[config.mk]
export PLATFORM = sky130hd
export DESIGN_NAME = stream_demux4
export DESIGN_NICKNAME = d
export VERILOG_FILES = /design/src/rtl/stream_demux_pkg.sv /design/src/rtl/xfer_counter.sv /design/src/rtl/stream_demux4.sv
export SDC_FILE = /design/constraint.sdc
export NUM_CORES = 1
export LEC_CHECK = 0
export CAP_MARGIN = 20
export CORE_MARGIN = 2
export CORE_UTILIZATION = 47
export CTS_BUF_LIST = sky130_fd_sc_hd__clkbuf_4
export DETAILED_ROUTE_END_ITERATION = 6
export GPL_ROUTABILITY_DRIVEN = 1
export PLACE_DENSITY_LB_ADDON = 0.08
export SLEW_MARGIN = 10
export SYNTH_ARGS = -nofsm -noshare
export SYNTH_HDL_FRONTEND = slang
export SYNTH_HIERARCHICAL = 1
export SYNTH_SLANG_ARGS = --single-unit
[constraint.sdc]
create_clock -name clk -period 2.2 [get_ports clk]
set_input_delay 0.33 -clock clk [delete_from_list [all_inputs] [get_ports clk]]
set_output_delay 0.33 -clock clk [all_outputs]
set_load 0.01 [all_outputs]
[src/rtl/stream_demux_pkg.sv]
// Shared types for the four-way stream demultiplexer: holding-register state and selector width.
package stream_demux_pkg;
  localparam int NUM_OUT = 4;
  localparam int SEL_W   = 2;

  typedef logic [SEL_W-1:0] sel_t;

  typedef enum logic {
    EMPTY = 1'b0,
    FULL  = 1'b1
  } state_e;
endpackage

[src/rtl/xfer_counter.sv]
// Wrapping transfer counter: +1 on each cycle inc is high, zero on async reset.
// Latency: the count reflects an increment from the edge that sampled inc; never stalls.
module xfer_counter #(
  parameter int CNT_W = 8
) (
  input  logic             clk,
  input  logic             rst_n,
  input  logic             inc,
  output logic [CNT_W-1:0] count
);
  logic [CNT_W-1:0] count_q, count_d;

  always_comb begin
    count_d = count_q;
    if (inc) count_d = count_q + CNT_W'(1);
  end

  always_ff @(posedge clk or negedge rst_n) begin
    if (!rst_n) count_q <= '0;
    else        count_q <= count_d;
  end

  assign count = count_q;
endmodule

[src/rtl/stream_demux4.sv]
// One-entry demux: steers each input word to output in_sel, with per-output transfer counters.
// Latency: word visible on its output the cycle after acceptance; in_ready follows the selected out_ready.
module stream_demux4
  import stream_demux_pkg::*;
#(
  parameter int DATA_W = 8,
  parameter int CNT_W  = 8
) (
  input  logic                     clk,
  input  logic                     rst_n,
  input  logic                     in_valid,
  output logic                     in_ready,
  input  logic [DATA_W-1:0]        in_data,
  input  logic [1:0]               in_sel,
  output logic [NUM_OUT-1:0]       out_valid,
  input  logic [NUM_OUT-1:0]       out_ready,
  output logic [DATA_W-1:0]        out_data,
  output logic [NUM_OUT*CNT_W-1:0] cnt_flat
);
  state_e            state_q, state_d;
  logic [DATA_W-1:0] data_q, data_d;
  sel_t              sel_q, sel_d;

  // in_ready depends only on state and out_ready, never on in_valid.
  always_comb begin
    state_d   = state_q;
    data_d    = data_q;
    sel_d     = sel_q;
    in_ready  = 1'b1;
    out_valid = '0;
    case (state_q)
      EMPTY: begin
        if (in_valid) begin
          state_d = FULL;
          data_d  = in_data;
          sel_d   = in_sel;
        end
      end
      FULL: begin
        out_valid = NUM_OUT'(1) << sel_q;
        in_ready  = out_ready[sel_q];
        if (out_ready[sel_q]) begin
          if (in_valid) begin
            data_d = in_data;
            sel_d  = in_sel;
          end else begin
            state_d = EMPTY;
          end
        end
      end
      default: state_d = EMPTY;
    endcase
  end

  always_ff @(posedge clk or negedge rst_n) begin
    if (!rst_n) begin
      state_q <= EMPTY;
      data_q  <= '0;
      sel_q   <= '0;
    end else begin
      state_q <= state_d;
      data_q  <= data_d;
      sel_q   <= sel_d;
    end
  end

  assign out_data = data_q;

  for (genvar i = 0; i < NUM_OUT; i++) begin : g_cnt
    xfer_counter #(.CNT_W(CNT_W)) u_cnt (
      .clk   (clk),
      .rst_n (rst_n),
      .inc   (out_valid[i] & out_ready[i]),
      .count (cnt_flat[i*CNT_W +: CNT_W])
    );
  end
endmodule

==> metrics.txt, run 1 <==
CTS buffer count=5; Mapped Nets=168; CP max stage cell=clkdlybuf4s50_1; Worst-path clk slew=0.12 ns; Vias/cell=5.00; Worst R2R Setup Slack=0.51 ns; top post-synthesis cells by area=dfrtp_1 57%, mux2_2 8.4%, xor2_1 7.4%; Max VDD drop=0.631 mV; sequential area share after synthesis=57.0%; largest net degree at the start of global routing=18; CP Data Required Time=1.87 ns; Final #Nets=240; status=finished clean; Non-Filler Instances=270; # clock sinks=43; Initial Utilization=47.9%; clk_lat worst skew=0.35 ns; Initial DRC Count=40; CP bufs+invs=1; Max Slew Vio Count=0; CP startpoint kind=flip-flop; ANT cells=0; DR DRC count=0; number of global-route vias before repair=1376; Min-Delay Path Class=in -> async; P_leak=1.20 nW; Total Die Area=0.00454 mm^2; # setup viols final=0; final global-route overflow total=0; first-pass GRT wire length=6300 um; RSZ-0062 raised after global routing=no; Yosys top cell by area=dfrtp_1; Worst R2R Start=sel_q[1]; via count=1349; clk_skew=0.00793 ns; most common cell after layout, fill and taps aside=clkdlybuf4s50_1; crit path kind=reg -> out; Routed WL per cell=13.8 um; Post-Syn Area per Cell=12.8 um^2; CP max FO=5; Rel. slew slack=76.2%; clk buf depth=2; DR WL met2=1830 um; met3 WL=236 um; Mapped Cells=147; CTS tree=done; top layer reached by signal wires=met4; Critical Path AT=1.78 ns; synth warn=6; Total GRT Usage=18.8%; final critical path time including I/O delays and setup=2.11 ns; Post-Syn Area=0.00189 mm^2; largest stage delay on the critical path=0.56 ns; TNS Setup=0 ns; GP Congestion=0.808; Worst setup startpoint=sel_q[1]; Die H=67.4 um; max frequency=474 MHz; Routed Antenna Nets=0; Fillers=298; Pwr Density=1010 mW/mm^2; wl on met1=1600 um; Die Width=67.4 um; placed cell count=261; Yosys reg bits=43; Yosys cell types=19; H-tree Lvls=2; most frequent cells in the layout=59 x clkdlybuf4s50_1, 42 x dfrtp_1, 16 x xor2_1; critical path, cell by cell=nand2b_1 -> nor2_1 -> clkdlybuf4s50_1; worst-margin pin slew=0.357 ns; final worst-path cycle share=95.9%; Port Buffer Count=61; Crit path max-delay family=buffers and inverters; first-pass detailed-route iteration total=4; final hold viol count=0; detailed placement HPWL=2790 um; layout cells sized above 1=16.8%; core area=0.00394 mm^2; final wirelength=3730 um; crit path capture type=output port; CTS root buffer=clkbuf_4; reg2reg end=g_cnt[1].u_cnt/count[5]; Yosys top cell area share=57.0%; cell row count=23; Top Ports=62; antenna violations before repair=0; Area Growth Syn to Fin=40.6%; Max-Cap Viols=0; r2r worst-path depth=6
[per-stage QoR]
stage	worst slack [ns]	area, um^2	hold WS, ns	power [mW]	util [%]
after CTS	0.0900	2650	0.360	2.71	67.3
after global routing	0.0139	2650	0.380	2.87	67.3
after global placement	0.0660	2580	0.206	2.28	65.4
final	0.0898	2650	0.376	2.68	67.3
after detailed placement	0.0550	2580	0.215	2.31	65.4
after floorplan	0.631	1890	0.0344	1.71	-
[synthesized netlist by cell type]
| cell type | count |
|---|---|
| nor2_2 | 4 |
| nand2b_1 | 2 |
| nand4_1 | 12 |
| o21ai_0 | 2 |
| nand2_1 | 9 |
| o221ai_4 | 1 |
| inv_1 | 3 |
| xnor2_1 | 12 |
| nand4_2 | 4 |
| a21boi_0 | 1 |
| nor2_1 | 12 |
| and2_1 | 4 |
| mux2i_1 | 2 |
| mux2_2 | 14 |
| dfrtp_1 | 43 |
| o22a_2 | 1 |
| o22ai_1 | 1 |
| xor2_1 | 16 |
| ha_1 | 4 |
[kinds of logic (layout without fill, tap and decap cells)]
group | Yosys count | in the layout | share of synthesized area [%]
AND/OR/NAND/NOR | 47 | 47 | 14.1
flip-flops | 43 | 43 | 57.0
AO/OA/AOI/OAI | 6 | 6 | 3.18
multiplexers | 16 | 16 | 9.42
adder cells (fa/ha/maj) | 4 | 4 | 2.65
buffers and inverters | 3 | 76 | 0.597
XOR/XNOR | 28 | 28 | 13.0
[repair_timing]
item,in CTS,in global routing
endpoints found under the hold margin,10,0
setup buffers,0,0
hold buffers,1,0
resized for setup,4,0
setup endpoints to repair,1,0
[final cells by class]
class	count	area, um^2	share of cell area (%)
sequential	43	1080	40.6
timing repair buffer	65	637	24.0
clock inverter	1	5.00	0.189
multi-input combinational	101	807	30.4
inverter	3	11.3	0.425
clock buffer	7	52.6	1.98
tap	50	62.6	2.36
[metal layers]
layer	vias to the layer above	track usage [%]
met4	0	6.89
li1	654	-
met2	51	30.2
met3	7	6.33
met1	637	23.5
met5	-	0
[worst max path at each step]
stage | endpoint | slack (ns) | cells past startpoint
global placement | in_ready | 0.07 | 4
finish | out_valid[1] | 0.09 | 3
global route | out_valid[1] | 0.01 | 3
CTS | out_valid[0] | 0.09 | 3
detailed placement | in_ready | 0.06 | 4
floorplan | g_cnt[1].u_cnt/count[1] | 0.63 | 4
[power breakdown]
part	internal [mW]	switching, mW
Sequential	1.00	0.267
Combinational	0.621	0.401
Clock	0.150	0.238
Total	1.77	0.906
[state kept, by name (all words and copies together) (netlist names)]
| register | flops |
|---|---|
| g_cnt.u_cnt/count | 32 |
| state_q | 1 |
| sel_q | 2 |
| out_data | 8 |
No activity file was read; power rests on OpenSTA's default activity.
==> run 2: changes to the inputs <==
- ABC_AREA: unset -> 1
- CORE_UTILIZATION: 47 -> 49
==> run 2 against run 1 <==
Cell count up 28%. Sequential share of layout area down 2.7 points. Global-route usage down 1.2 points. Non-clock buffer count down 1. First-iteration DRC count up 43%. Largest cell class unchanged. Clock skew down 0.00056 ns.
==> metrics.txt, run 2 <==
status=finished clean; Finished Core Util=70.0% (+2.7 points); Post-Syn Area per Cell=9.23 um^2 (-28%); core area=0.00406 mm^2 (+2.9%); sequential area share after synthesis=51.6% (-5.4 points); clk_lat worst skew=0.36 ns (about the same); total setup buffers inserted after CTS=0 (unchanged); PnR worst setup slack=0.113 ns (+0.0237 ns); CTS buffer count=5 (unchanged); synth cell count leaders=91 x nand2_1, 43 x dfrtp_1, 19 x inv_1; Initial DRC Count=57 (+43%); Worst R2R Start=sel_q[0]; CP max FO=5 (unchanged); TNS Setup=0 ns (unchanged); Non-Filler Instances=346 (+28%); final global-route overflow total=0 (unchanged); Post-synth EDFFs=0 (unchanged); Worst-path clk slew=0.12 ns (about the same); cell row count=23 (unchanged); Design Power=3.10 mW (+16%); CTS tree=done; antenna violations before repair=0 (unchanged); Yosys top cell area share=51.6% (-5.4 points); Yosys cell types=21 (+2); CP startpoint kind=flip-flop; GP Congestion=0.740 (-8.5%); final wirelength=3900 um (+4.6%); Min-Delay Path Class=in -> async; Pwr Density=1090 mW/mm^2 (+8.0%); layout cells sized above 1=12.5% (-4.3 points); CP Data Required Time=1.87 ns (about the same); via count=1628 (+21%); Critical Path AT=1.76 ns (-0.02 ns); P_leak=1.39 nW (+16%); first-pass detailed-route iteration total=4 (unchanged); # setup viols final=0 (unchanged); Total GRT Usage=17.5% (-1.2 points); crit path capture type=output port; Setup WS pre-CTS=0.240 ns (+0.185 ns); Mapped Cells=226 (+54%); final worst-path cycle share=94.8% (-1.1 points); Routed WL per cell=11.3 um (-18%); most common cell in the synthesized netlist=nand2_1; r2r worst-path depth=8 (+2); Worst R2R Setup Slack=0.56 ns (+0.05 ns); Fin Hold WS=0.0253 ns (-0.351 ns); Total Die Area=0.00479 mm^2 (+5.7%); Initial Utilization=51.4% (+3.5 points); max reg flops=32 (unchanged); final hold viol count=0 (unchanged); H-tree Lvls=2 (unchanged); detailed placement HPWL=2840 um (+1.7%); Final #Nets=316 (+32%); placed cell count=338 (+30%); clk_skew=0.00737 ns (-0.000560 ns); Die Width=69.2 um (+2.8%); Mapped Nets=247 (+47%); top post-synthesis cells by area=dfrtp_1 52%, nand2_1 16%, xor2_1 5.0%; final critical path time including I/O delays and setup=2.09 ns (-0.0237 ns); ys flop type=dfrtp_1; clk buf depth=2 (unchanged); Yosys top cell by area=dfrtp_1; synth warn=6 (unchanged); most common cell after layout, fill and taps aside=nand2_1; most frequent cells in the layout=91 x nand2_1, 60 x clkdlybuf4s50_1, 43 x dfrtp_1; worst-margin pin slew=0.534 ns (+0.177 ns); Max VDD drop=0.649 mV (+2.8%); Top Ports=62 (unchanged); DR DRC count=0 (unchanged); Vias/cell=4.71 (-5.8%); crit path kind=reg -> out; Final Cell Area=0.00284 mm^2 (+7.1%); reg2reg end=g_cnt[1].u_cnt/count[6]; Post-Syn Area=0.00209 mm^2 (+11%); largest net degree at the start of global routing=44 (+26); Rel. slew slack=64.4% (-12 points); first-pass GRT wire length=6800 um (+8.0%); Max Slew Vio Count=0 (unchanged); Port Buffer Count=61 (unchanged); share of flip-flops with an asynchronous set or reset=100% (unchanged); Routed Antenna Nets=0 (unchanged); number of global-route vias before repair=1540 (+12%); ANT cells=0 (unchanged); Die H=69.2 um (+2.8%); Area Growth Syn to Fin=36.2%; CTS root buffer=clkbuf_4; placed cell areas=0.00276 mm^2 (+7.1%); max frequency=479 MHz (+1.1%); # clock sinks=43 (unchanged); Max-Cap Viols=0 (unchanged); Yosys reg bits=43 (unchanged)
[run 2: cell types whose count changed after synthesis, moves of 10 or more]
cell | previous run | this run
nand4_1 | 12 | 0
inv_1 | 3 | 19
mux2_2 | 14 | 4
nand2_1 | 9 | 91
[run 2: kinds of logic (layout without fill, tap and decap cells)]
kind of cell / Yosys count / in the layout / share of synthesized area (%)
buffers and inverters: 22 / 92 / 4.38
XOR/XNOR: 16 / 16 / 6.72
flip-flops: 43 / 43 / 51.6
AND/OR/NAND/NOR: 137 / 137 / 32.8
adder cells (fa/ha/maj): 4 / 4 / 2.40
multiplexers: 4 / 4 / 2.16
[run 2: worst max path at each step]
stage,startpoint,endpoint,slack (ns),cells past startpoint
CTS,sel_q[1],out_valid[3],0.10,3
finish,sel_q[1],out_valid[3],0.11,3
global placement,out_ready[3],in_ready,0.23,6
detailed placement,out_ready[3],in_ready,0.24,6
global route,sel_q[1],out_valid[3],-0.01,3
floorplan,sel_q[1],g_cnt[3].u_cnt/count[7],0.62,8
[run 2: cell type report]
class	instances	area, um^2
fill	348	1220
sequential	43	1080
multi-input combinational	161	923
timing repair buffer	64	628
inverter	20	75.1
tap	50	62.6
clock inverter	3	38.8
clock buffer	5	37.5
[run 2: report_power, final]
part / leakage, nW / switching [mW] / total (mW) / internal, mW
Combinational: 0.810 / 0.595 / 1.32 / 0.724
Sequential: 0.535 / 0.258 / 1.29 / 1.04
Clock: 0.0426 / 0.252 / 0.486 / 0.234
[run 2: worst max-delay path, stage by stage (launching register included)]
cell	delay, ns
dfrtp_1	0.44
inv_1	0.12
nor3_1	0.27
clkdlybuf4s50_1	0.59
[run 2: metal layers]
| metal | track usage (%) | vias up | routed length (um) |
|---|---|---|---|
| met5 | 0 | - | 0 |
| met4 | 6.75 | 0 | 65 |
| met3 | 5.81 | 6 | 252 |
| met2 | 27.8 | 44 | 1790 |
| met1 | 22.3 | 740 | 1790 |
| li1 | - | 838 | - |
[run 2: what timing repair did]
item                       in CTS  in global routing
setup endpoints to repair       0                  1
gates resized for setup         0                  1
hold buffers                    0                  0
